**src/rtl/ic_gate_sequencer.sv**
```systemverilog
// ---------------------------------------------------------------------------
// ic_gate_sequencer
//   Test sequencer for quad/hex 2-input 74-series logic ICs. Latches the IC
//   number on an accepted start and decodes it to a gate function. Walks the
//   four {A,B} vectors across all gates in parallel. Each vector is held for
//   SETTLE_CYCLES before gate_y is sampled against the expected output.
//   Reports sticky per-gate and overall pass/fail.
//
// Ports
//   clk          system clock
//   Rkey         asynchronous active-low reset
//   start        one-cycle start request, honoured only in IDLE
//   ic_number    decimal IC number, latched on accepted start
//   gate_a/b     logical A/B inputs driven to every gate under test
//   gate_y       logical Y outputs read back from every gate
//   busy         high in LOAD/SETTLE/SAMPLE
//   done         one-cycle pulse when results are valid
//   unsupported  latched number is not a known part
//   pass_vec     per-gate pass (valid from done, held until next start)
//   fail_vec     per-gate sticky fail
//   pass / fail  all gates passed / any gate failed
// ---------------------------------------------------------------------------

// Per-gate checker: sticky fail bit plus its next value. The next value lets
// the final verdict include the last sample in the same cycle.
module ic_gate_lane (
    input  logic clk,
    input  logic Rkey,
    input  logic clr,
    input  logic sample,
    input  logic exp_y,
    input  logic y,
    output logic fail_q,
    output logic fail_nx
);
    assign fail_nx = fail_q | (sample & (y ^ exp_y));

    always_ff @(posedge clk or negedge Rkey) begin
        if (!Rkey)    fail_q <= 1'b0;
        else if (clr) fail_q <= 1'b0;
        else          fail_q <= fail_nx;
    end
endmodule

module ic_gate_sequencer #(
    parameter int NUM_GATES     = 4,
    parameter int SETTLE_CYCLES = 50,
    parameter int ICNUM_W       = 32
) (
    input  logic                 clk,
    input  logic                 Rkey,
    input  logic                 start,
    input  logic [ICNUM_W-1:0]   ic_number,
    output logic [NUM_GATES-1:0] gate_a,
    output logic [NUM_GATES-1:0] gate_b,
    input  logic [NUM_GATES-1:0] gate_y,
    output logic                 busy,
    output logic                 done,
    output logic                 unsupported,
    output logic [NUM_GATES-1:0] pass_vec,
    output logic [NUM_GATES-1:0] fail_vec,
    output logic                 pass,
    output logic                 fail
);
    typedef enum logic [2:0] {S_IDLE, S_LOAD, S_SETTLE, S_SAMPLE, S_DONE} state_t;
    typedef enum logic [2:0] {F_NAND, F_NOR, F_AND, F_OR, F_XOR, F_XNOR, F_NONE} func_t;

    localparam int CNT_W = (SETTLE_CYCLES > 1) ? $clog2(SETTLE_CYCLES) : 1;
    localparam logic [CNT_W-1:0] CNT_LAST = CNT_W'(SETTLE_CYCLES - 1);

    state_t               state;
    func_t                func;
    logic [ICNUM_W-1:0]   ic_q;
    logic [1:0]           v;
    logic [1:0]           v_nx;
    logic [CNT_W-1:0]     cnt;
    logic                 exp_y;
    logic                 clr;
    logic                 sample;
    logic [NUM_GATES-1:0] fail_nx;

    // Function decode works on the latched number. Later changes on the input
    // cannot disturb a run in progress.
    always_comb begin
        func = F_NONE;
        case (ic_q)
            ICNUM_W'(7400):   func = F_NAND;
            ICNUM_W'(7402):   func = F_NOR;
            ICNUM_W'(7408):   func = F_AND;
            ICNUM_W'(7432):   func = F_OR;
            ICNUM_W'(7486):   func = F_XOR;
            ICNUM_W'(747266): func = F_XNOR;
            default:          func = F_NONE;
        endcase
    end

    // Expected Y for the current vector; {A,B} = v
    always_comb begin
        exp_y = 1'b0;
        case (func)
            F_NAND:  exp_y = ~(v[1] & v[0]);
            F_NOR:   exp_y = ~(v[1] | v[0]);
            F_AND:   exp_y = v[1] & v[0];
            F_OR:    exp_y = v[1] | v[0];
            F_XOR:   exp_y = v[1] ^ v[0];
            F_XNOR:  exp_y = ~(v[1] ^ v[0]);
            default: exp_y = 1'b0;
        endcase
    end

    assign v_nx   = v + 2'd1;
    assign clr    = (state == S_IDLE) && start;
    assign sample = (state == S_SAMPLE);

    ic_gate_lane u_lane [NUM_GATES-1:0] (
        .clk     (clk),
        .Rkey    (Rkey),
        .clr     (clr),
        .sample  (sample),
        .exp_y   (exp_y),
        .y       (gate_y),
        .fail_q  (fail_vec),
        .fail_nx (fail_nx)
    );

    always_ff @(posedge clk or negedge Rkey) begin
        if (!Rkey) begin
            state       <= S_IDLE;
            ic_q        <= '0;
            v           <= '0;
            cnt         <= '0;
            gate_a      <= '0;
            gate_b      <= '0;
            busy        <= 1'b0;
            done        <= 1'b0;
            unsupported <= 1'b0;
            pass_vec    <= '0;
            pass        <= 1'b0;
            fail        <= 1'b0;
        end else begin
            done <= 1'b0;
            case (state)
                S_IDLE: begin
                    if (start) begin
                        state       <= S_LOAD;
                        ic_q        <= ic_number;
                        busy        <= 1'b1;
                        unsupported <= 1'b0;
                        pass_vec    <= '0;
                        pass        <= 1'b0;
                        fail        <= 1'b0;
                    end
                end
                S_LOAD: begin
                    v   <= '0;
                    cnt <= '0;
                    if (func == F_NONE) begin
                        state       <= S_DONE;
                        busy        <= 1'b0;
                        done        <= 1'b1;
                        unsupported <= 1'b1;
                    end else begin
                        state  <= S_SETTLE;
                        gate_a <= '0;
                        gate_b <= '0;
                    end
                end
                S_SETTLE: begin
                    if (cnt == CNT_LAST) begin
                        cnt   <= '0;
                        state <= S_SAMPLE;
                    end else begin
                        cnt <= cnt + CNT_W'(1);
                    end
                end
                S_SAMPLE: begin
                    if (v == 2'd3) begin
                        state    <= S_DONE;
                        busy     <= 1'b0;
                        done     <= 1'b1;
                        pass_vec <= ~fail_nx;
                        pass     <= ~|fail_nx;
                        fail     <= |fail_nx;
                    end else begin
                        v      <= v_nx;
                        gate_a <= {NUM_GATES{v_nx[1]}};
                        gate_b <= {NUM_GATES{v_nx[0]}};
                        state  <= S_SETTLE;
                    end
                end
                S_DONE: begin
                    state  <= S_IDLE;
                    gate_a <= '0;
                    gate_b <= '0;
                end
                default: state <= S_IDLE;
            endcase
        end
    end
endmodule

```
**config.mk**
```make
export PLATFORM = sky130hd
export DESIGN_NAME = ic_gate_sequencer
export DESIGN_NICKNAME = d
export VERILOG_FILES = /design/src/rtl/ic_gate_sequencer.sv
export SDC_FILE = /design/constraint.sdc
export NUM_CORES = 1
export LEC_CHECK = 0
export BUFFER_PORTS_ARGS = -buffer_cell sky130_fd_sc_hd__buf_2
export CORE_UTILIZATION = 58
export CTS_CLUSTER_DIAMETER = 120
export CTS_CLUSTER_SIZE = 16
export DETAILED_ROUTE_END_ITERATION = 16
export PLACE_DENSITY = 0.83
export REMOVE_ABC_BUFFERS = 1
export SKIP_CTS_REPAIR_TIMING = 1
export SYNTH_ARGS = -nofsm -noshare
export SYNTH_HDL_FRONTEND = slang
export SYNTH_SLANG_ARGS = --single-unit
export TNS_END_PERCENT = 30
```
**constraint.sdc**
```tcl
create_clock -name clk -period 9.4 [get_ports clk]
set_clock_uncertainty 0.2 [all_clocks]
set_input_delay 0.94 -clock clk [delete_from_list [all_inputs] [get_ports clk]]
set_output_delay 0.94 -clock clk [all_outputs]
set_load 0.05 [all_outputs]
```
* After elaboration in Yosys (flattened, before gate mapping)
Cells that the tools add are included.
Word-level totals: logic and storage cells 116, flip-flop bits (word level) 64, bits of input ports 39, output and inout port bits 21
Cells by class: reductions and logical operators 18, muxes and demuxes 37, eq/ne operators 24, add/sub/neg operators 2, bitwise gates (word level) 19
Operator list (count):
- 32-bit by 13-bit == test with 1-bit output, second input constant | 5
- 32-bit by 20-bit == test with 1-bit output, second input constant | 1
- 4-bit one-hot mux with 3 select lines | 2
- 4-bit 2-to-1 mux | 5
- 3-bit one-hot mux with 6 select lines | 1
- 1-bit 2-to-1 mux | 13
- 3-bit by 2-bit == test with 1-bit output, second input constant | 4
- 3-bit == test, second input constant | 4
- 3-bit 2-to-1 mux | 4
- 2-bit inequality test, second input constant | 6
- 3-bit one-hot mux with 4 select lines | 1
- 6-bit one-hot mux with 2 select lines | 1
- 3-bit AND reduction | 3
- 1-bit one-hot mux with 2 select lines | 4
- 4-bit one-hot mux with 2 select lines | 1
- 2-bit nonzero test | 4
- 6-bit by 1-bit adder with 6-bit output, second input constant | 1
- 3-bit by 1-bit == test with 1-bit output, second input constant | 2
- 6-bit == test, second input constant | 1
- 3-bit zero test | 2
- 6-bit 2-to-1 mux | 1
- 1-bit one-hot mux with 6 select lines | 1
- 2-bit AND reduction | 3
- 3-bit nonzero test | 2
- 14 further kinds | 28

* Depth between registers and ports, before layout
depth in word-level cells 11, gate-level depth with buffers 12, depth with buffers taken out 12

* Modules after synthesis
Synthesis repeated with hierarchy kept, for this count alone.
Second synthesis, totals: cell total of the unflattened synthesis 253, area total of the unflattened synthesis 2856.5 um^2
Modules (own cells, without submodules):
- ic_gate_sequencer | instances 1, cells an instance 229, seq. area each 1351.3 um^2, area each 2616.3 um^2
- ic_gate_lane | instances 4, cells an instance 6, seq. area each 25.0 um^2, area each 60.1 um^2

* Least setup slack after synthesis
No wires, ideal clock.
path type flip-flop to flip-flop, from register ic_q[2], to register pass, arrival 3.342 ns, library setup time 0.120 ns, required time 9.080 ns, setup slack 5.738 ns, stages on the path, launching flop included 13, path buffers 0, cell sequence dfrtp_1 > and4b_1 > nand4b_1 > a2111oi_0 > inv_1 > ha_1 > a21boi_0 > a211o_1 > or3_1 > a21o_1 > a31oi_4 > mux2_2 > a31o_1
On the way: word-level cells in the longest chain between the ends 11
RTL lines:
- from (decl) | RTL line 73 | logic [ICNUM_W-1:0] ic_q;
- from (signal assigned) | RTL line 146 | ic_q <= ic_number;
- 32-bit by 20-bit == test with 1-bit output or 32-bit by 13-bit == test with 1-bit output (tied branches) | RTL line 86 | case (ic_q)
- 3-bit one-hot mux with 6 select lines * | RTL line 86
- 3-bit == test, or another cell as far along | RTL line 100 | case (func)
- 1-bit one-hot mux with 6 select lines * | RTL line 100
- 1-bit bitwise XOR | RTL line 36 | assign fail_nx = fail_q | (sample & (y ^ exp_y));
- 1-bit bitwise AND | RTL line 36
- 1-bit OR | RTL line 36
- 4-bit OR reduction * | RTL line 182 | pass <= ~|fail_nx;
- 1-bit zero test * | RTL line 182
- 1-bit 2-to-1 mux * | RTL line 177 | if (v == 2'd3) begin
- 1-bit one-hot mux with 2 select lines * | RTL line 142 | case (state)
- to (signal assigned) | RTL line 182
- to (decl) | RTL line 62 | output logic pass,
Every way passes the cells marked *; elsewhere a longest branch is shown, timed or not. The select of a mux whose other input is x is not followed. A chain may end at the register's enable or synchronous reset.

* Worst setup path after layout
from register ic_q[18], to register pass
Same word-level chain as after synthesis.

==> qor.txt <==
residual DRC count: 0
sequential share of power: 42.6%
reg2reg setup slack: 5.30 ns
post-DR vias/cell: 5.42
number of global-route vias before repair: 2,354
Slew Limit Headroom: 51.7%
DR iter-0 viols: 181
Power, Total: 0.746 mW
Syn Area/Cell: 9.11 um2
ys async rst share: 100%
clock slew at reported path FFs: 0.07 ns
Setup crit end kind: flip-flop
share of cells above drive strength 1: 25.4%
Slew Viols, Final: 0
#FFs+latches synth: 58
switching pwr: 0.197 mW
clock sink count: 58
DR vias: 2,367
Final Net Count: 409
synthesized instance count: 315
CP Buf/Inv Count: 1
ys flop type: dfrtp_1
HP Class: flip-flop to flip-flop
Int Pwr: 0.549 mW
Pre-antenna DRT Iters: 4
worst hold slack: 0.279 ns
clock share of power: 43.7%
Worst EP arrival: 4.14 ns
pin count of the biggest net entering global routing: 59
crit-path max cell delay: 0.58 ns
worst-skew pair later-pin latency: 0.34 ns
final hold vios: 0
Seq/Total Area, Yosys: 50.6%
initial antenna violation count: 0
gr usage total: 26.8%
Synth Warn #: 0
CTS HTree Levels: 3
die height: 72.3 um
peak supply drop: 0.000155 V
total grt overflow: 0
Tcrit/Tclk final: 43.7%
core footprint: 4750 um2
number of synthesized flops with an enable pin: 0
Die ar.: 5230 um2
final RePlAce weighted congestion: 0.837
clock buffer count from CTS: 9
outcome: complete, no violations
first-pass GRT wire length: 10.5 mm
Cell Chain, Critical Path: nor4_1 -> nand4_1 -> a2111oi_0 -> inv_1 -> ha_1 -> a21boi_0 -> a211o_1 -> or3_1 -> a21o_1 -> a31oi_4 -> mux2_2 -> a31o_1
Layout area overhead: 19.8%
Max Freq: 0.244 GHz
Crit-path slowest cell: a2111oi_0
CTS tree: built
leakage power: 1.76 nW
Worst Path Max Fanout: 5
crit-path leading delay family: compound AO/OA/AOI/OAI gates
Data required, critical path: 9.43 ns
Top Ports: 60
Die X: 72.3 um
Final setup viols: 0
critical path type: flip-flop to flip-flop
RSZ-0062 raised after global routing: no
mapped cell area: 2870 um2
part of the power in combinational logic: 13.7%
root buf cell: clkbuf_8
Clock Path Buffers: 2
PwrDens: 217 nW/um2
post-synth cell types: 48
Initial Utilization: 60.3%
maxcap violations: 0
hpwl dp: 4.20 mm
DR WL/cell: 14.2 um
FP Rows: 25
Port Buffers: 59
DRT Wirelength: 6.20 mm
worst slew pin tran: 0.724 ns
diode count: 0
ANT nets after route: 0
min cycle time layout: 4.10 ns
Startpoint Class: flip-flop
Sw Ratio: 26.4%
Fin Setup TNS: 0 ns
[metrics by stage]
step	util [%]	std cells	instance area, um2	worst slack (ns)
after global routing	72.3	437	3440	5.13
after detailed placement	66.3	421	3150	5.35
after CTS	72.3	437	3440	5.30
after floorplan	-	292	2750	5.73
final	72.3	437	3440	5.30
after global placement	66.3	421	3150	5.54
[metal layers]
metal	vias up	track usage, %	share of wire [%]
met5	-	0	0
met4	0	15.9	3.1
met3	20	5.14	5.3
met2	82	42.2	49
met1	1092	34.5	43
li1	1173	-	-
[synth_stat cells (2+ instances only)]
library cell	count	area [um2]
nand2_1	105	394
dfrtp_1	58	1450
o21ai_0	14	70.1
clkbuf_1	13	48.8
nand3_1	13	65.1
buf_4	10	75.1
nor3_1	10	50.1
nor2_1	9	33.8
inv_1	7	26.3
nand4_1	7	43.8
o31ai_1	6	45.0
xor2_1	6	52.6
ha_1	5	62.6
a21oi_1	4	20.0
a32o_2	4	45.0
nand2b_1	4	25.0
a22o_1	2	17.5
and4bb_2	2	25.0
nand4b_1	2	17.5
nor2b_1	2	12.5
nor4_1	2	12.5
o22ai_1	2	12.5
or3b_2	2	17.5
or4_1	2	15.0
[power by group through the flow]
stage          combinational, mW  clock [mW]  sequential [mW]
3_3_place_gp              0.0992           0            0.319
5_1_grt                    0.116       0.340            0.322
6_report                   0.102       0.326            0.318
4_1_cts                    0.103       0.327            0.317
2_1_floorplan             0.0602           0            0.323
3_5_place_dp               0.102           0            0.322
[final cells by class]
class / count / area (um2)
repair buffers: 62 / 318
clock buffers: 12 / 165
well taps: 67 / 83.8
fillers: 367 / 1320
clock inverters: 4 / 120
flip-flops and latches: 58 / 1450
multi-input cells: 226 / 1270
inverters: 8 / 30.0
[layout by cell type, fill, tap and decap left out, types with 3 or more instances in the layout]
cell type,count
clkbuf_8,12
o21ai_0,14
nand2_1,105
o31ai_1,6
a21oi_1,4
buf_4,3
buf_2,59
a32o_2,4
nor2_1,9
dfrtp_1,58
inv_1,7
bufinv_16,4
nand2b_1,4
nor3_1,9
nand3_1,13
ha_1,5
xor2_1,6
nand4_1,7
[state kept, by name (all words and copies together), names as in the netlist]
signal / flops
cnt: 6
gate_b: 1
gate_a: 1
ic_q: 32
fail: 1
unsupported: 1
v: 2
done: 1
busy: 1
u_lane.fail_q: 4
state: 3
pass_vec: 4
pass: 1
[worst reg2reg max path: cells and delay by family, from the launching register on]
family | cells | cell delay, ns
AO/OA/AOI/OAI | 6 | 1.70
adder cells (fa/ha/maj) | 1 | 0.25
buffers and inverters | 1 | 0.13
flip-flops | 1 | 0.39
multiplexers | 1 | 0.39
AND/OR/NAND/NOR | 3 | 0.94
[cells by family after synthesis]
family                   Yosys count  share of synthesized area (%)
AND/OR/NAND/NOR                  169                           27.9
adder cells (fa/ha/maj)            5                           2.18
XOR/XNOR                           7                           2.14
AO/OA/AOI/OAI                     43                           11.1
buffers and inverters             31                           5.36
flip-flops                        58                           50.6
multiplexers                       2                          0.741
[path summary, 6_finish.rpt]
check	cells past startpoint	from	to
max	12	ic_q[18]$_DFFE_PN0P_	pass$_DFFE_PN0P_
min	2	ic_q[22]$_DFFE_PN0P_	ic_q[22]$_DFFE_PN0P_
max reg2reg	12	ic_q[18]$_DFFE_PN0P_	pass$_DFFE_PN0P_
min reg2reg	2	ic_q[22]$_DFFE_PN0P_	ic_q[22]$_DFFE_PN0P_
max in group asynchronous	2	Rkey	ic_q[26]$_DFFE_PN0P_
min in group asynchronous	2	Rkey	ic_q[5]$_DFFE_PN0P_
No activity file was read; power rests on OpenSTA's default activity.
